==> config.mk <==
export PLATFORM = sky130hd
export DESIGN_NAME = dosificador_flat
export DESIGN_NICKNAME = d
export VERILOG_FILES = /design/src/rtl/dosif_pkg.sv /design/src/rtl/dosificador_if.sv /design/src/rtl/dosif_prescaler.sv /design/src/rtl/dosificador.sv /design/src/flat_wrapper.sv
export SDC_FILE = /design/constraint.sdc
export NUM_CORES = 1
export LEC_CHECK = 0
export CORE_AREA = 2 2 68 70
export CTS_BUF_LIST = sky130_fd_sc_hd__clkbuf_8
export CTS_CLUSTER_SIZE = 25
export DETAILED_ROUTE_END_ITERATION = 8
export DIE_AREA = 0 0 70 72
export PLACE_DENSITY_LB_ADDON = 0.25
export SLEW_MARGIN = 40
export SYNTH_ARGS = -nofsm -noshare
export SYNTH_HDL_FRONTEND = slang
export SYNTH_SLANG_ARGS = --single-unit
==> constraint.sdc <==
create_clock -name clk -period 2.1 [get_ports clk]
set_clock_uncertainty 0.1 [all_clocks]
set_input_delay 0.21 -clock clk [delete_from_list [all_inputs] [get_ports clk]]
set_output_delay 0.21 -clock clk [all_outputs]
set_load 0.02 [all_outputs]
==> src/rtl/dosif_pkg.sv <==
// dosif_pkg: shared types and constants for the paint dose metering stage.
// Channel indices, one-hot motor codes, FSM state encoding and the keypad
// display codes that must never be accepted as a dose.
package dosif_pkg;

  // FSM state encoding (IDLE / RUN / DONE)
  typedef enum logic [1:0] {
    IDLE = 2'd0,
    RUN  = 2'd1,
    DONE = 2'd2
  } dosif_state_e;

  // Channel indices, matching the load_sel encoding
  localparam logic [1:0] CH_R = 2'd0;
  localparam logic [1:0] CH_Y = 2'd1;
  localparam logic [1:0] CH_B = 2'd2;

  // One-hot motor codes, same bit order as Motores / motor_out
  localparam logic [2:0] MOT_R    = 3'b100;
  localparam logic [2:0] MOT_Y    = 3'b010;
  localparam logic [2:0] MOT_B    = 3'b001;
  localparam logic [2:0] MOT_NONE = 3'b000;

  // Keypad display codes that travel on the digit path but are not digits
  localparam logic [4:0] DIG_BLANK = 5'd16;
  localparam logic [4:0] DIG_DASH  = 5'd17;

  // Channel index to one-hot motor code
  function automatic logic [2:0] ch_to_mot(input logic [1:0] ch);
    case (ch)
      CH_R:    return MOT_R;
      CH_Y:    return MOT_Y;
      CH_B:    return MOT_B;
      default: return MOT_NONE;
    endcase
  endfunction

  // One-hot motor code to channel index (non-one-hot maps to CH_R; callers
  // only use this after checking the code is legal)
  function automatic logic [1:0] mot_to_ch(input logic [2:0] mot);
    case (mot)
      MOT_Y:   return CH_Y;
      MOT_B:   return CH_B;
      default: return CH_R;
    endcase
  endfunction

endpackage

==> src/rtl/dosificador_if.sv <==
// dosificador_if: request/load/response bundle between the paint-loading FSM
// (master) and the dose metering stage (slave).
interface dosificador_if;
  logic [2:0] Motores;
  logic       load_en;
  logic [1:0] load_sel;
  logic [4:0] load_val;
  logic [2:0] motor_out;
  logic       flag_R;
  logic       flag_G;
  logic       flag_B;
  logic       busy;

  modport master (
    output Motores, load_en, load_sel, load_val,
    input  motor_out, flag_R, flag_G, flag_B, busy
  );

  modport slave (
    input  Motores, load_en, load_sel, load_val,
    output motor_out, flag_R, flag_G, flag_B, busy
  );
endinterface

==> src/rtl/dosif_prescaler.sv <==
// dosif_prescaler: counts 0..TICKS-1 while enabled and emits a one-cycle tick
// in the cycle the count wraps. Clear has priority over enable.
module dosif_prescaler #(
  parameter int TICKS = 5_000_000
) (
  input  logic clk,
  input  logic reset,
  input  logic clr_i,
  input  logic en_i,
  output logic tick_o
);
  localparam int W = (TICKS > 1) ? $clog2(TICKS) : 1;
  localparam logic [W-1:0] LAST = W'(TICKS - 1);

  logic [W-1:0] cnt_q;
  logic [W-1:0] cnt_d;

  assign tick_o = en_i && !clr_i && (cnt_q == LAST);

  // Next count: clear, wrap at LAST, or advance
  always_comb begin
    cnt_d = cnt_q;
    if (clr_i) begin
      cnt_d = '0;
    end else if (en_i) begin
      cnt_d = tick_o ? '0 : cnt_q + 1'b1;
    end
  end

  // Count register
  always_ff @(posedge clk) begin
    if (reset) cnt_q <= '0;
    else       cnt_q <= cnt_d;
  end
endmodule

==> src/rtl/dosificador.sv <==
// dosificador: meters paint by running the requested pump for dose x
// TICKS_PER_UNIT cycles, then pulses that colour's done flag.
// Optional build macro DOSIF_ABORT_EN: dropping the active request bit during
// a run stops the motor and returns to IDLE without a flag.
module dosificador
  import dosif_pkg::*;
#(
  parameter int TICKS_PER_UNIT = 5_000_000,
  parameter int DOSE_MAX       = 9
) (
  input  logic          clk,
  input  logic          reset,
  dosificador_if.slave  bus
);
  localparam logic [1:0] S_IDLE = 2'(IDLE);
  localparam logic [1:0] S_RUN  = 2'(RUN);
  localparam logic [1:0] S_DONE = 2'(DONE);

  logic [1:0] state_q, state_d;
  logic [1:0] ch_q, ch_d;
  logic [3:0] rem_q, rem_d;
  logic [2:0] mot_prev_q;
  logic [3:0] dose_q [3];

  logic       mot_legal;
  logic       start;
  logic [1:0] start_ch;
  logic [3:0] start_dose;
  logic       load_ok;
  logic       tick;

  // A start needs a legal one-hot request whose bit was low last cycle
  assign mot_legal = (bus.Motores == MOT_R) || (bus.Motores == MOT_Y) ||
                     (bus.Motores == MOT_B);
  assign start     = (state_q == S_IDLE) && mot_legal &&
                     ((bus.Motores & mot_prev_q) == MOT_NONE);
  assign start_ch  = mot_to_ch(bus.Motores);

  // Display codes are listed explicitly so the intent survives a larger DOSE_MAX
  assign load_ok = bus.load_en && (bus.load_sel <= CH_B) &&
                   (int'(bus.load_val) <= DOSE_MAX) &&
                   (bus.load_val != DIG_BLANK) && (bus.load_val != DIG_DASH);

  // Dose registers: one per colour, written only by accepted loads
  for (genvar gi = 0; gi < 3; gi++) begin : g_dose
    always_ff @(posedge clk) begin
      if (reset) begin
        dose_q[gi] <= '0;
      end else if (load_ok && (bus.load_sel == 2'(gi))) begin
        dose_q[gi] <= bus.load_val[3:0];
      end
    end
  end

  // Dose of the requesting channel, read before any same-cycle load lands
  always_comb begin
    case (start_ch)
      CH_Y:    start_dose = dose_q[1];
      CH_B:    start_dose = dose_q[2];
      default: start_dose = dose_q[0];
    endcase
  end

  // Prescaler runs only in RUN and sits at zero otherwise, so every run
  // starts with a full unit
  dosif_prescaler #(.TICKS(TICKS_PER_UNIT)) u_presc (
    .clk    (clk),
    .reset  (reset),
    .clr_i  (state_q != S_RUN),
    .en_i   (state_q == S_RUN),
    .tick_o (tick)
  );

  // FSM next-state: latch channel/dose on start, count units down in RUN
  always_comb begin
    state_d = state_q;
    ch_d    = ch_q;
    rem_d   = rem_q;
    case (state_q)
      S_IDLE: begin
        if (start) begin
          ch_d    = start_ch;
          rem_d   = start_dose;
          state_d = (start_dose == 4'd0) ? S_DONE : S_RUN;
        end
      end
      S_RUN: begin
        if (tick) begin
          rem_d = rem_q - 4'd1;
          if (rem_q == 4'd1) state_d = S_DONE;
        end
`ifdef DOSIF_ABORT_EN
        if ((bus.Motores & ch_to_mot(ch_q)) == MOT_NONE) begin
          rem_d   = '0;
          state_d = S_IDLE;
        end
`endif
      end
      S_DONE:  state_d = S_IDLE;
      default: state_d = S_IDLE;
    endcase
  end

  // FSM state, channel, remaining units and request history
  always_ff @(posedge clk) begin
    if (reset) begin
      state_q    <= S_IDLE;
      ch_q       <= CH_R;
      rem_q      <= '0;
      mot_prev_q <= MOT_NONE;
    end else begin
      state_q    <= state_d;
      ch_q       <= ch_d;
      rem_q      <= rem_d;
      mot_prev_q <= bus.Motores;
    end
  end

  assign bus.motor_out = (state_q == S_RUN) ? ch_to_mot(ch_q) : MOT_NONE;
  assign bus.flag_R    = (state_q == S_DONE) && (ch_q == CH_R);
  assign bus.flag_G    = (state_q == S_DONE) && (ch_q == CH_Y);
  assign bus.flag_B    = (state_q == S_DONE) && (ch_q == CH_B);
  assign bus.busy      = (state_q == S_RUN) || (state_q == S_DONE);
endmodule

==> src/flat_wrapper.sv <==
// flat-port wrapper written by rule: the top's interface ports become plain ports
module dosificador_flat import dosif_pkg::*;
#(
  parameter int TICKS_PER_UNIT = 5_000_000,
  parameter int DOSE_MAX       = 9
)
  (clk, reset, bus_Motores, bus_load_en, bus_load_sel, bus_load_val, bus_motor_out, bus_flag_R, bus_flag_G, bus_flag_B, bus_busy);
  dosificador_if bus_i ();
  input  logic clk;
  input  logic reset;
  input wire logic [$bits(bus_i.Motores)-1:0] bus_Motores;
  input wire logic [$bits(bus_i.load_en)-1:0] bus_load_en;
  input wire logic [$bits(bus_i.load_sel)-1:0] bus_load_sel;
  input wire logic [$bits(bus_i.load_val)-1:0] bus_load_val;
  output wire logic [$bits(bus_i.motor_out)-1:0] bus_motor_out;
  output wire logic [$bits(bus_i.flag_R)-1:0] bus_flag_R;
  output wire logic [$bits(bus_i.flag_G)-1:0] bus_flag_G;
  output wire logic [$bits(bus_i.flag_B)-1:0] bus_flag_B;
  output wire logic [$bits(bus_i.busy)-1:0] bus_busy;
  assign bus_i.Motores = bus_Motores;
  assign bus_i.load_en = bus_load_en;
  assign bus_i.load_sel = bus_load_sel;
  assign bus_i.load_val = bus_load_val;
  assign bus_motor_out = bus_i.motor_out;
  assign bus_flag_R = bus_i.flag_R;
  assign bus_flag_G = bus_i.flag_G;
  assign bus_flag_B = bus_i.flag_B;
  assign bus_busy = bus_i.busy;
  dosificador #(.TICKS_PER_UNIT(TICKS_PER_UNIT), .DOSE_MAX(DOSE_MAX)) u_core (.clk(clk), .reset(reset), .bus(bus_i));
endmodule
=== Yosys cells after proc, flatten, opt, wreduce, memory -nomap -nowiden ===
Memory sizes are Yosys's and may differ from the RTL's.
Index checks and enable logic that the tools add are counted.

* Bits in registers: 34
* Word-level logic and storage cells: 88
* Memory bits (writable): 12
* Output and inout port bits: 7
* Input bits: 13
* Memories kept: 1

* Muxes and demuxes: 27
* Reductions and logical operators: 28
* Equal/unequal tests: 19
* Add/sub/neg operators: 2
* Order comparisons: 2
* Bitwise operators: 4

{| class="wikitable"
|+ Memory list
! memory !! depth !! bits a word !! read ports !! clocked after Yosys merged registers in !! wr ports !! RTL line !! RTL
|-
| u_core.dose_q || 3 || 4 || 3 || 0 || 3 || dosificador.sv:23 || <nowiki>logic [3:0] dose_q [3];</nowiki>
|}

{| class="wikitable"
|+ Operators with widths
! cell !! count
|-
| adder 23 x 1 -> 23 bit, second input constant || 1
|-
| equality test 23 bit, second input constant || 1
|-
| two-way mux 23 bit || 1
|-
| two-way mux 4 bit || 5
|-
| case mux 4 bit (2 select lines) || 2
|-
| logical AND 1 bit || 14
|-
| two-way mux 1 bit || 11
|-
| != test 5 bit, second input constant || 2
|-
| case mux 3 bit (3 select lines) || 1
|-
| equality test 2 x 1 -> 1 bit, second input constant || 4
|-
| equality test 2 bit, second input constant || 4
|-
| two-way mux 2 bit || 4
|-
| != test 2 x 1 -> 1 bit, second input constant || 4
|-
| case mux 2 bit (2 select lines) || 2
|-
| logical NOT 2 bit || 3
|-
| AND reduction 3 bit || 2
|-
| less-or-equal comparator 5 x 4 -> 1 bit, second input constant || 1
|-
| equality test 4 x 1 -> 1 bit, second input constant || 1
|-
| logical NOT 4 bit || 1
|-
| subtractor 4 x 1 -> 4 bit, second input constant || 1
|-
| bitwise AND 3 bit || 1
|-
| equality test 3 x 1 -> 1 bit, second input constant || 1
|-
| equality test 3 x 2 -> 1 bit, second input constant || 1
|-
| equality test 3 bit, second input constant || 1
|-
| other kinds (9) || 13
|}

=== Depth between registers and ports, before layout ===
Gate-level depths: netlist of the first run.

* Depth in word-level cells: 10
* Mapped depth: 10
* Depth with buffers taken out: 9

=== Modules after synthesis ===
A second synthesis of the first run with hierarchy kept.

* Cells, all modules: 287
* Area total of the unflattened synthesis: 2,585.0 um^2

{| class="wikitable"
|+ Modules (own cells, without submodules)
! module !! sequential area each (um^2) !! cells each !! area each (um^2) !! times used
|-
| dosificador || 580.6 || 151 || 1,441.4 || 1
|-
| dosif_prescaler || 460.4 || 136 || 1,143.6 || 1
|}

=== Least setup slack after synthesis of the first run ===
Ideal clock, no wire load.

* Kind: register to output
* Start point: register u_core.state_q[1]
* End point: output port bus_motor_out[2]
* Path buffers: 2
* Required time: 1.790 ns
* Setup slack: 0.138 ns
* Stages on the path, launching flop included: 6
* Data arrival time: 1.652 ns
* Path through: dfxtp_1 inv_1 ha_1 clkbuf_1 clkbuf_1 nor3b_1

* Word-level cells in the longest chain between the ends: 2

{| class="wikitable"
|+ RTL lines
! item !! RTL line !! RTL
|-
| from (decl) || dosificador.sv:19 || <nowiki>logic [1:0] state_q, state_d;</nowiki>
|-
| from (signal assigned) || dosificador.sv:112 || <nowiki>state_q <= state_d;</nowiki>
|-
| equality test 2 x 1 -> 1 bit || dosificador.sv:119 || <nowiki>assign bus.motor_out = (state_q == S_RUN) ? ch_to_mot(ch_q) : MOT_NONE;</nowiki>
|-
| two-way mux 3 bit || dosificador.sv:119 ||
|-
| to (decl) || flat_wrapper.sv:15 || <nowiki>output wire logic [$bits(bus_i.motor_out)-1:0] bus_motor_out;</nowiki>
|}

Every way passes these cells.

=== Worst setup path in the final report of the first run ===
* Start point: input port bus_Motores[2]
* End point: register u_core.state_q[0]

* Word-level cells in the longest chain between the ends: 8
* Elaborated cells on any way between the ends: 19
* Classes of those cells: 6 x eq/ne; 5 x mux; 1 x bitwise; 7 x reduce/logical

{| class="wikitable"
|+ RTL lines
! item !! RTL line !! RTL
|-
| from (decl) || flat_wrapper.sv:11 || <nowiki>input wire logic [$bits(bus_i.Motores)-1:0] bus_Motores;</nowiki>
|-
| equality test 3 x 1 -> 1 bit or equality test 3 x 2 -> 1 bit (tied branches) || dosif_pkg.sv:41, dosificador.sv:34, dosificador.sv:33 ||
|-
| case mux 2 bit (2 select lines) || dosif_pkg.sv:41 || <nowiki>case (mot)</nowiki>
|-
| equality test 2 bit or equality test 2 x 1 -> 1 bit (tied branches) || dosificador.sv:57 || <nowiki>case (start_ch)</nowiki>
|-
| case mux 4 bit (2 select lines) || dosificador.sv:57 ||
|-
| logical NOT 4 bit || dosificador.sv:84 || <nowiki>state_d = (start_dose == 4'd0) ? S_DONE : S_RUN;</nowiki>
|-
| two-way mux 2 bit || dosificador.sv:84 ||
|-
| two-way mux 2 bit || dosificador.sv:81 || <nowiki>if (start) begin</nowiki>
|-
| case mux 2 bit (2 select lines) || dosificador.sv:79 || <nowiki>case (state_q)</nowiki>
|}

Parallel ways exist; a longest one is shown, timed or not. The select of a mux whose other input is x is not followed.
A chain may end at the register's enable or synchronous reset.

==> impl_metrics.tcl, run 1 <==
set metrics [dict create \
    power_density_nw_per_um2 844 \
    worstPathArrival_ns 2.15 \
    diodes 0 \
    place_congestion 0.795 \
    grt_pass1_vias 1891 \
    port_buffers 19 \
    synth.top_cell.area_share_pct 27.3 \
    layout-drive-gt1-share_pct 18.7 \
    end_kind "flip-flop" \
    setup_slack_ns 0.0458 \
    coreArea_um2 4260 \
    fin_setup_tns_ns 0 \
    htree_levels 2 \
    crit_path_max_fanout 5 \
    cts_sinks 46 \
    syn_inst 263 \
    path_delay_family "buffers and inverters" \
    die_h_um 72 \
    firstDrtPassIters 4 \
    remaining_drc_errors 0 \
    power.total_mw 2.64 \
    finalHoldViolations 0 \
    max_freq_ghz 0.487 \
    synth.net_count 285 \
    first_iter_violations 128 \
    worst_ep_required_time_ns 2.20 \
    critPathBufInv 3 \
    postLayoutCoreUtil_pct 73.5 \
    grt_max_degree 23 \
    fill_cells 316 \
    overflow 0 \
    p_leak_nw 1.23 \
    vias 2017 \
    yosysWarnings 0 \
    run_status "completed" \
    synth_top_flop_cell "dfxtp_1" \
    grtUsageTotal_pct 20.5 \
    via_per_inst 5.57 \
    cap_viol_max_count 0 \
    min_path_type "in2reg" \
    holdWs_ns 0.262 \
    synthDistinctLibCells 52 \
    yosys-top-cells-area "dfxtp_1 27%, edfxtp_1 14%, nor2_1 5.6%" \
    area_growth_pct 25.8 \
    antenna_found_initial 0 \
    timing.final.crit_share_pct 97.8 \
    worstMarginPinSlew_ns 0.554 \
    path_cells "clkdlybuf4s50_1, and2b_2, ha_4, inv_1, o21ai_0, and4_1, buf_4, nand4b_1, nand2_1" \
    dp_hpwl_um 3520 \
    slowest_stage "clkdlybuf4s50_1" \
    die_area_um2 5040 \
    cts_tree "done" \
    setup_viol 0 \
    layout_commonest_cell "nor2_1" \
    grt_first_pass_wirelength_um 8280 \
    relSlewSlack_pct 62.6 \
    cpPeakStageDelay_ns 0.53 \
    wl_um 4800 \
    rows 24 \
    syn-mean-instance-area_um2 9.47 \
    netlist.top_cell.by_area "dfxtp_1" \
    startpoint_type "input port" \
    ant_nets 0 \
    final.min_clock_period_ns 2.05 \
    dieWidth_um 70 \
    synth_edf_count 12 \
    wl_per_cell_um 13.3 \
    clock_latency_ns 0.29 \
    final_cell_mix "37 x nor2_1, 34 x dfxtp_1, 29 x buf_4" \
    ys_ff_latch 46 \
    peakVddDrop_uv 423 \
    crit_type "in2reg" \
    nets 331 \
    ys_seq_area_share_pct 41.8 \
    cts_buffer_depth 2 \
    clk_pin_slew_ns 0.09 \
    start_util_pct 58.4 \
    cts_root_buffer "clkbuf_8" \
    cts_inserted_buffers 5 \
    report.final.slew_viol_count 0 \
    pre_cts_ws_ns -0.349 \
    syn_area_um2 2490 \
    boundaryPins 20 \
    synth_async_sr_flop_share_pct 0 \
]
metal layers:
metal | vias to the layer above | track usage [%] | share of wire, %
li1 | 1030 | - | -
met1 | 933 | 27.2 | 48
met2 | 45 | 33.4 | 46
met3 | 9 | 4.44 | 4.1
met4 | 0 | 7.26 | 1.4
met5 | - | 0 | 0
cells in the mapped netlist, drive strengths merged, types with 2 or more instances:
master,count
nand4b,3
nor4,4
a221o,4
nor3,7
and3,6
and4,4
dfxtp,34
nand2b,2
xnor2,14
and3b,4
nor2b,5
nand4,4
nand3b,6
xor2,7
edfxtp,12
and2,12
or4b,3
a211oi,2
o21ai,8
inv,13
a31oi,5
mux2i,2
clkbuf,4
or3b,2
buf,6
nor2,37
nand3,8
ha,9
nand2,13
a21oi,3
nor3b,6
cell type report:
| cell class | count | area (um^2) | area share, % |
|---|---|---|---|
| flip-flops and latches | 46 | 1040 | 33.2 |
| inverters | 13 | 48.8 | 1.56 |
| well taps | 52 | 65.1 | 2.08 |
| clock buffers | 5 | 68.8 | 2.20 |
| multi-input cells | 194 | 1410 | 44.9 |
| repair buffers | 49 | 439 | 14.0 |
| clock inverters | 3 | 63.8 | 2.04 |
logic make-up (layout without fill, tap and decap cells):
| kind of cell | after synthesis | in the layout | synth area share, % |
|---|---|---|---|
| xor+xnor | 21 | 21 | 7.38 |
| mux | 3 | 3 | 1.26 |
| buf+inv | 23 | 70 | 4.57 |
| flops | 46 | 46 | 41.8 |
| simple gates | 129 | 129 | 30.8 |
| compound gates | 32 | 32 | 9.69 |
| fa+ha+maj | 9 | 9 | 4.52 |
timing repair:
action | in CTS | in global routing
hold buffers | 0 | 0
endpoints found under the setup margin | 3 | 31
pin swaps | 1 | 7
resized for setup | 7 | 15
setup buffers | 0 | 3
registers in the layout (all words and copies together), names as in the netlist:
| signal | count |
|---|---|
| u_core.ch_q | 2 |
| u_core.dose_q | 12 |
| u_core.mot_prev_q | 3 |
| u_core.rem_q | 4 |
| u_core.state_q | 2 |
| u_core.u_presc.cnt_q | 23 |
per-stage QoR:
stage / cells / cell area [um^2]
after floorplan: 263 / 2490
after global placement: 351 / 2900
after detailed placement: 351 / 2900
after CTS: 359 / 3050
after global routing: 362 / 3130
final: 362 / 3130
power breakdown:
part	total, mW	internal [mW]	switching [mW]
Combinational	0.837	0.395	0.441
Clock	0.764	0.471	0.293
Sequential	1.04	0.978	0.0650
worst min-delay path, delay by kind of cell:
kind          cells  cell delay [ns]
buf+inv           2             0.29
simple gates      1             0.12
worst paths after layout:
| check | start | end | slack (ns) | depth (start not counted) |
|---|---|---|---|---|
| worst max-delay path | bus_Motores[2] | u_core.state_q[0]$_SDFFE_PP0P_ | 0.05 | 9 |
| worst min-delay path | bus_Motores[1] | u_core.mot_prev_q[1]$_SDFF_PP0_ | 0.26 | 3 |
| worst max register to register | u_core.u_presc.cnt_q[0]$_SDFFE_PP0P_ | u_core.state_q[1]$_SDFFE_PP0P_ | 0.10 | 7 |
| worst min register to register | u_core.u_presc.cnt_q[0]$_SDFFE_PP0P_ | u_core.u_presc.cnt_q[0]$_SDFFE_PP0P_ | 0.36 | 1 |
Power figures use the tool's default switching activity.
==> run 2: changes to the inputs <==
--- a/config.mk
+++ b/config.mk
@@ -11,6 +11,7 @@
 export DETAILED_ROUTE_END_ITERATION = 8
 export DIE_AREA = 0 0 70 72
 export PLACE_DENSITY_LB_ADDON = 0.25
+export RECOVER_POWER = 50
 export SLEW_MARGIN = 40
 export SYNTH_ARGS = -nofsm -noshare
 export SYNTH_HDL_FRONTEND = slang
==> run 2 against run 1 <==
First-iteration DRC count shrank 27%. Combinational power fell by 1%. Setup slack improved by 0.0039 ns. Register-to-register slack barely moved. Sequential cell count unchanged. Sequential share of layout area up 0.36 points. Highest routed layer unchanged. Sequential power is essentially flat. Final area decreased by 1.1%. Total power fell by 0.37%.
==> impl_metrics.tcl, run 2 (same netlist as run 1, synthesis figures left out) <==
set metrics [dict create \
    run_status "completed" \
    combinationalPowerShare_pct 31.4 \
    antenna_found_initial 0 \
    clkPwrFrac_pct 29.0 \
    diodes 0 \
    hp-start "bus_Motores[1]" \
    vias 2000 \
    crit_type "in2reg" \
    grt_max_degree 23 \
    relSlewSlack_pct 61.9 \
    remaining_drc_errors 0 \
    r2r_setup_slack_ns 0.10 \
    swShare_pct 30.4 \
    fill_cells 326 \
    area_growth_pct 24.4 \
    via_per_inst 5.52 \
    dieWidth_um 70 \
    nets 331 \
    register_area_um2 1040 \
    clock_latency_ns 0.29 \
    port_buffers 19 \
    clk_pin_slew_ns 0.09 \
    peakVddDrop_uv 421 \
    place_congestion 0.795 \
    stdcell_count 362 \
    coreArea_um2 4260 \
    setup_viol 0 \
    startpoint_type "input port" \
    top_register "u_core.u_presc.cnt_q" \
    power_switching_mw 0.800 \
    cts_inserted_buffers 5 \
    largest_reg_flops 23 \
    slowest_stage "clkdlybuf4s50_1" \
    grt_first_pass_wirelength_um 8280 \
    grt_pass1_vias 1891 \
    power.share.sequential_pct 39.6 \
    worstMarginPinSlew_ns 0.564 \
    setup_slack_ns 0.0498 \
    grtUsageTotal_pct 20.5 \
    path_cells "clkdlybuf4s50_1, and2b_2, ha_4, inv_1, o21ai_0, and4_1, buf_4, nand4b_1, nand2_1" \
    die_h_um 72 \
    end_kind "flip-flop" \
    cap_viol_max_count 0 \
    timing.rr.start "u_core.u_presc.cnt_q[0]$_SDFFE_PP0P_" \
    multi_input_area_um2 1410 \
    max_freq_ghz 0.488 \
    rows 24 \
    crit_path_max_fanout 5 \
    pre_cts_ws_ns -0.349 \
    layout-drive-gt1-share_pct 18.1 \
    final.min_clock_period_ns 2.05 \
    wl_per_cell_um 13.3 \
    report.final.slew_viol_count 0 \
    power_density_nw_per_um2 850 \
    worstPathArrival_ns 2.15 \
    cts_tree "done" \
    dp.cells 351 \
    p_leak_nw 1.15 \
    first_iter_violations 94 \
    cpPeakStageDelay_ns 0.53 \
    overflow 0 \
    boundaryPins 20 \
    p_int_mw 1.83 \
    cts_root_buffer "clkbuf_8" \
    cts_buffer_depth 2 \
    largestRegisters "u_core.u_presc.cnt_q: 23 flops, u_core.dose_q: 12 flops, u_core.rem_q: 4 flops" \
    ant_nets 0 \
    rr_worst_depth 7 \
    start_util_pct 58.4 \
    die_area_um2 5040 \
    final_cell_mix "37 x nor2_1, 34 x dfxtp_1, 26 x buf_4" \
    crit_start "bus_Motores[2]" \
    endpoint "u_core.state_q[0]$_SDFFE_PP0P_" \
    layout_commonest_cell "nor2_1" \
    cts_sinks 46 \
    worst_ep_required_time_ns 2.20 \
    dp_hpwl_um 3520 \
    htree_levels 2 \
    cts-hold-fix-buffers 0 \
    timing.final.crit_share_pct 97.6 \
    wl_um 4810 \
    r2r-end "u_core.state_q[1]$_SDFFE_PP0P_" \
    min_path_type "in2reg" \
    firstDrtPassIters 4 \
    finalHoldViolations 0 \
]
[run 2: what timing repair did]
action	in CTS	in global routing
gates resized for setup	7	15
setup buffers	0	3
endpoints found under the setup margin	3	31
pin swaps	1	7
[run 2: worst max-delay path, delay by kind of cell]
kind,cells,cell delay [ns]
AO/OA/AOI/OAI,1,0.26
buffers and inverters,3,0.72
adder cells (fa/ha/maj),1,0.29
AND/OR/NAND/NOR,4,0.67
[run 2: per-layer routing]
layer | up-vias | part of all wire, % | wire length (um) | global-route usage [%]
met1 | 919 | 49 | 2350 | 27.2
li1 | 1032 | - | - | -
met2 | 40 | 46 | 2220 | 33.4
met3 | 9 | 3.5 | 170 | 4.44
met4 | 0 | 1.4 | 66 | 7.26
met5 | - | 0 | 0 | 0
[run 2: power by group through the flow]
stage	Combinational, mW	Clock (mW)	Sequential, mW
final	0.827	0.765	1.04
after global routing	0.915	0.820	1.05
after CTS	0.793	0.778	1.04
after detailed placement	0.787	0	1.06
after global placement	0.778	0	1.06
after floorplan	0.522	0	1.04
[run 2: worst min-delay path by stage]
stage / to / slack (ns) / cells after the start
2_1_floorplan: u_core.dose_q[0][0]$_SDFFCE_PN0P_ / 0.31 / 1
3_3_place_gp: u_core.u_presc.cnt_q[0]$_SDFFE_PP0P_ / 0.33 / 1
3_5_place_dp: u_core.u_presc.cnt_q[0]$_SDFFE_PP0P_ / 0.34 / 1
4_1_cts: u_core.u_presc.cnt_q[0]$_SDFFE_PP0P_ / 0.36 / 1
5_1_grt: u_core.mot_prev_q[1]$_SDFF_PP0_ / 0.30 / 3
6_report: u_core.mot_prev_q[1]$_SDFF_PP0_ / 0.26 / 3
[run 2: stage by stage]
step	cell area [um^2]	hold WS (ns)	setup TNS [ns]	utilization, %	power, mW
after floorplan	2490	0.308	0	-	1.56
after global routing	3100	0.300	-0.0161	72.7	2.79
after CTS	3050	0.357	0	71.4	2.61
final	3100	0.261	0	72.7	2.63
after detailed placement	2900	0.338	-1.51	67.9	1.85
after global placement	2900	0.331	-1.28	67.9	1.84
[run 2: area by class of cell]
| type | count | area share (%) |
|---|---|---|
| Multi-Input combinational cell | 194 | 45.4 |
| Sequential cell | 46 | 33.6 |
| Timing Repair Buffer | 49 | 13.1 |
| Clock buffer | 5 | 2.22 |
| Tap cell | 52 | 2.10 |
| Clock inverter | 3 | 2.06 |
| Inverter | 13 | 1.57 |
==> run 3: changes to the inputs <==
--- a/config.mk
+++ b/config.mk
@@ -5,11 +5,12 @@
 export SDC_FILE = /design/constraint.sdc
 export NUM_CORES = 1
 export LEC_CHECK = 0
-export CORE_AREA = 2 2 68 70
+export ABC_CLOCK_PERIOD_IN_PS = 2100
+export CORE_AREA = 4 4 70 72
 export CTS_BUF_LIST = sky130_fd_sc_hd__clkbuf_8
 export CTS_CLUSTER_SIZE = 25
 export DETAILED_ROUTE_END_ITERATION = 8
-export DIE_AREA = 0 0 70 72
+export DIE_AREA = 0 0 74 76
 export PLACE_DENSITY_LB_ADDON = 0.25
 export RECOVER_POWER = 50
 export SLEW_MARGIN = 40
==> run 3 against run 2 <==
Non-clock buffer count unchanged. Hold slack improved by 0.029 ns. Clock-buffer cell count did not move. Register-to-register slack hardly changed. Largest cell class unchanged. Via count is 0.45% higher. Die area up 12%.
==> impl_metrics.tcl, run 3 (same netlist as run 1, synthesis figures left out) <==
set metrics [dict create \
    timing.final.crit_share_pct 96.1 \
    cts_root_buffer "clkbuf_8" \
    port_buffers 19 \
    setup_slack_ns 0.0810 \
    vias 2009 \
    grt_max_degree 23 \
    ant_nets 0 \
    report.final.slew_viol_count 0 \
    fill_cells 316 \
    htree_levels 2 \
    top_register "u_core.u_presc.cnt_q" \
    holdWs_ns 0.290 \
    wl_per_cell_um 13.8 \
    peakVddDrop_uv 425 \
    final.min_clock_period_ns 2.02 \
    layout-drive-gt1-share_pct 19.0 \
    run_status "completed" \
    crit_path_max_fanout 8 \
    cts_inserted_buffers 5 \
    place_congestion 0.782 \
    area_growth_pct 23.4 \
    worstMarginPinSlew_ns 0.551 \
    p_leak_nw 1.15 \
    antenna_found_initial 0 \
    remaining_drc_errors 0 \
    register_area_um2 1040 \
    cts_tree "done" \
    die_h_um 76 \
    clock_latency_ns 0.29 \
    hp-start "bus_Motores[1]" \
    overflow 0 \
    placed_cell_area_um2 2890 \
    clk_pin_slew_ns 0.08 \
    layout_commonest_cell "nor2_1" \
    grt_first_pass_wirelength_um 8360 \
    cts_sinks 46 \
    finalHoldViolations 0 \
    coreArea_um2 4290 \
    crit_type "in2reg" \
    max_freq_ghz 0.495 \
    wl_um 4990 \
    largest_reg_flops 23 \
    cts_buffer_depth 2 \
    grtUsageTotal_pct 18.3 \
    final_cell_mix "37 x nor2_1, 33 x dfxtp_1, 26 x buf_4" \
    worstPathArrival_ns 2.13 \
    multi_input_area_um2 1430 \
    cap_viol_max_count 0 \
    worst_ep_required_time_ns 2.22 \
    boundaryPins 20 \
    diodes 0 \
    timing.rr.start "u_core.state_q[1]$_SDFFE_PP0P_" \
    rows 24 \
    nets 331 \
    postLayoutCoreUtil_pct 71.6 \
    pre_cts_ws_ns -0.322 \
    setup_viol 0 \
    power_density_nw_per_um2 779 \
    min_path_type "in2reg" \
    grt_pass1_vias 1906 \
    firstDrtPassIters 4 \
    end_kind "flip-flop" \
    largestRegisters "u_core.u_presc.cnt_q: 23 flops, u_core.dose_q: 12 flops, u_core.rem_q: 4 flops" \
    postLayoutCellArea_um2 3070 \
    die_area_um2 5620 \
    dieWidth_um 74 \
    via_per_inst 5.55 \
    cts-hold-fix-buffers 0 \
    dp_hpwl_um 3630 \
    relSlewSlack_pct 62.8 \
    rsz0062_at_grt "yes" \
    start_util_pct 58.0 \
    crit_start "bus_Motores[2]" \
    first_iter_violations 101 \
    startpoint_type "input port" \
]
-- run 3: layout make-up --
| type | instances | share of cell area [%] |
|---|---|---|
| Clock buffer | 5 | 2.24 |
| Clock inverter | 3 | 0.570 |
| Inverter | 13 | 1.59 |
| Multi-Input combinational cell | 194 | 46.4 |
| Sequential cell | 46 | 33.9 |
| Tap cell | 52 | 2.12 |
| Timing Repair Buffer | 49 | 13.2 |
-- run 3: final timing paths --
path | cells past startpoint | end | slack, ns
setup / recovery | 7 | u_core.rem_q[2]$_SDFFE_PP0P_ | 0.08
hold / removal | 3 | u_core.mot_prev_q[1]$_SDFF_PP0_ | 0.29
setup reg to reg | 7 | u_core.u_presc.cnt_q[19]$_SDFFE_PP0P_ | 0.11
hold reg to reg | 1 | u_core.u_presc.cnt_q[0]$_SDFFE_PP0P_ | 0.37
-- run 3: per-layer routing --
layer  GRT usage [%]  share of wire (%)  vias to the layer above
li1                -                  -                     1037
met1            25.3                 47                      931
met2            29.2                 48                       34
met3            3.56                4.4                        7
met4            4.35               0.92                        0
met5               0                  0                        -
-- run 3: critical path, stage by stage --
cell and delay, ns:
clkdlybuf4s50_1 0.45, buf_4 0.18, or4b_4 0.55, o2111ai_4 0.16
nand4b_1 0.14, mux2_2 0.28, a31oi_1 0.17
-- run 3: power breakdown --
group | switching, mW | total [mW] | internal [mW]
registers | 0.0681 | 1.05 | 0.980
logic | 0.441 | 0.831 | 0.390
clock network | 0.287 | 0.517 | 0.230
total | 0.796 | 2.40 | 1.60
-- run 3: repair_timing --
action                                  4_1_cts  5_1_grt
pin swaps                                     1        7
resized for setup                             6       19
setup buffers                                 0        4
endpoints found under the setup margin        2       31
-- run 3: stage by stage --
step | instances | total power, mW | setup TNS (ns)
2_1_floorplan | 263 | 1.56 | 0
3_3_place_gp | 350 | 1.84 | -1.28
3_5_place_dp | 350 | 1.85 | -1.47
4_1_cts | 358 | 2.36 | 0
5_1_grt | 362 | 2.55 | -0.0210
6_report | 362 | 2.40 | 0
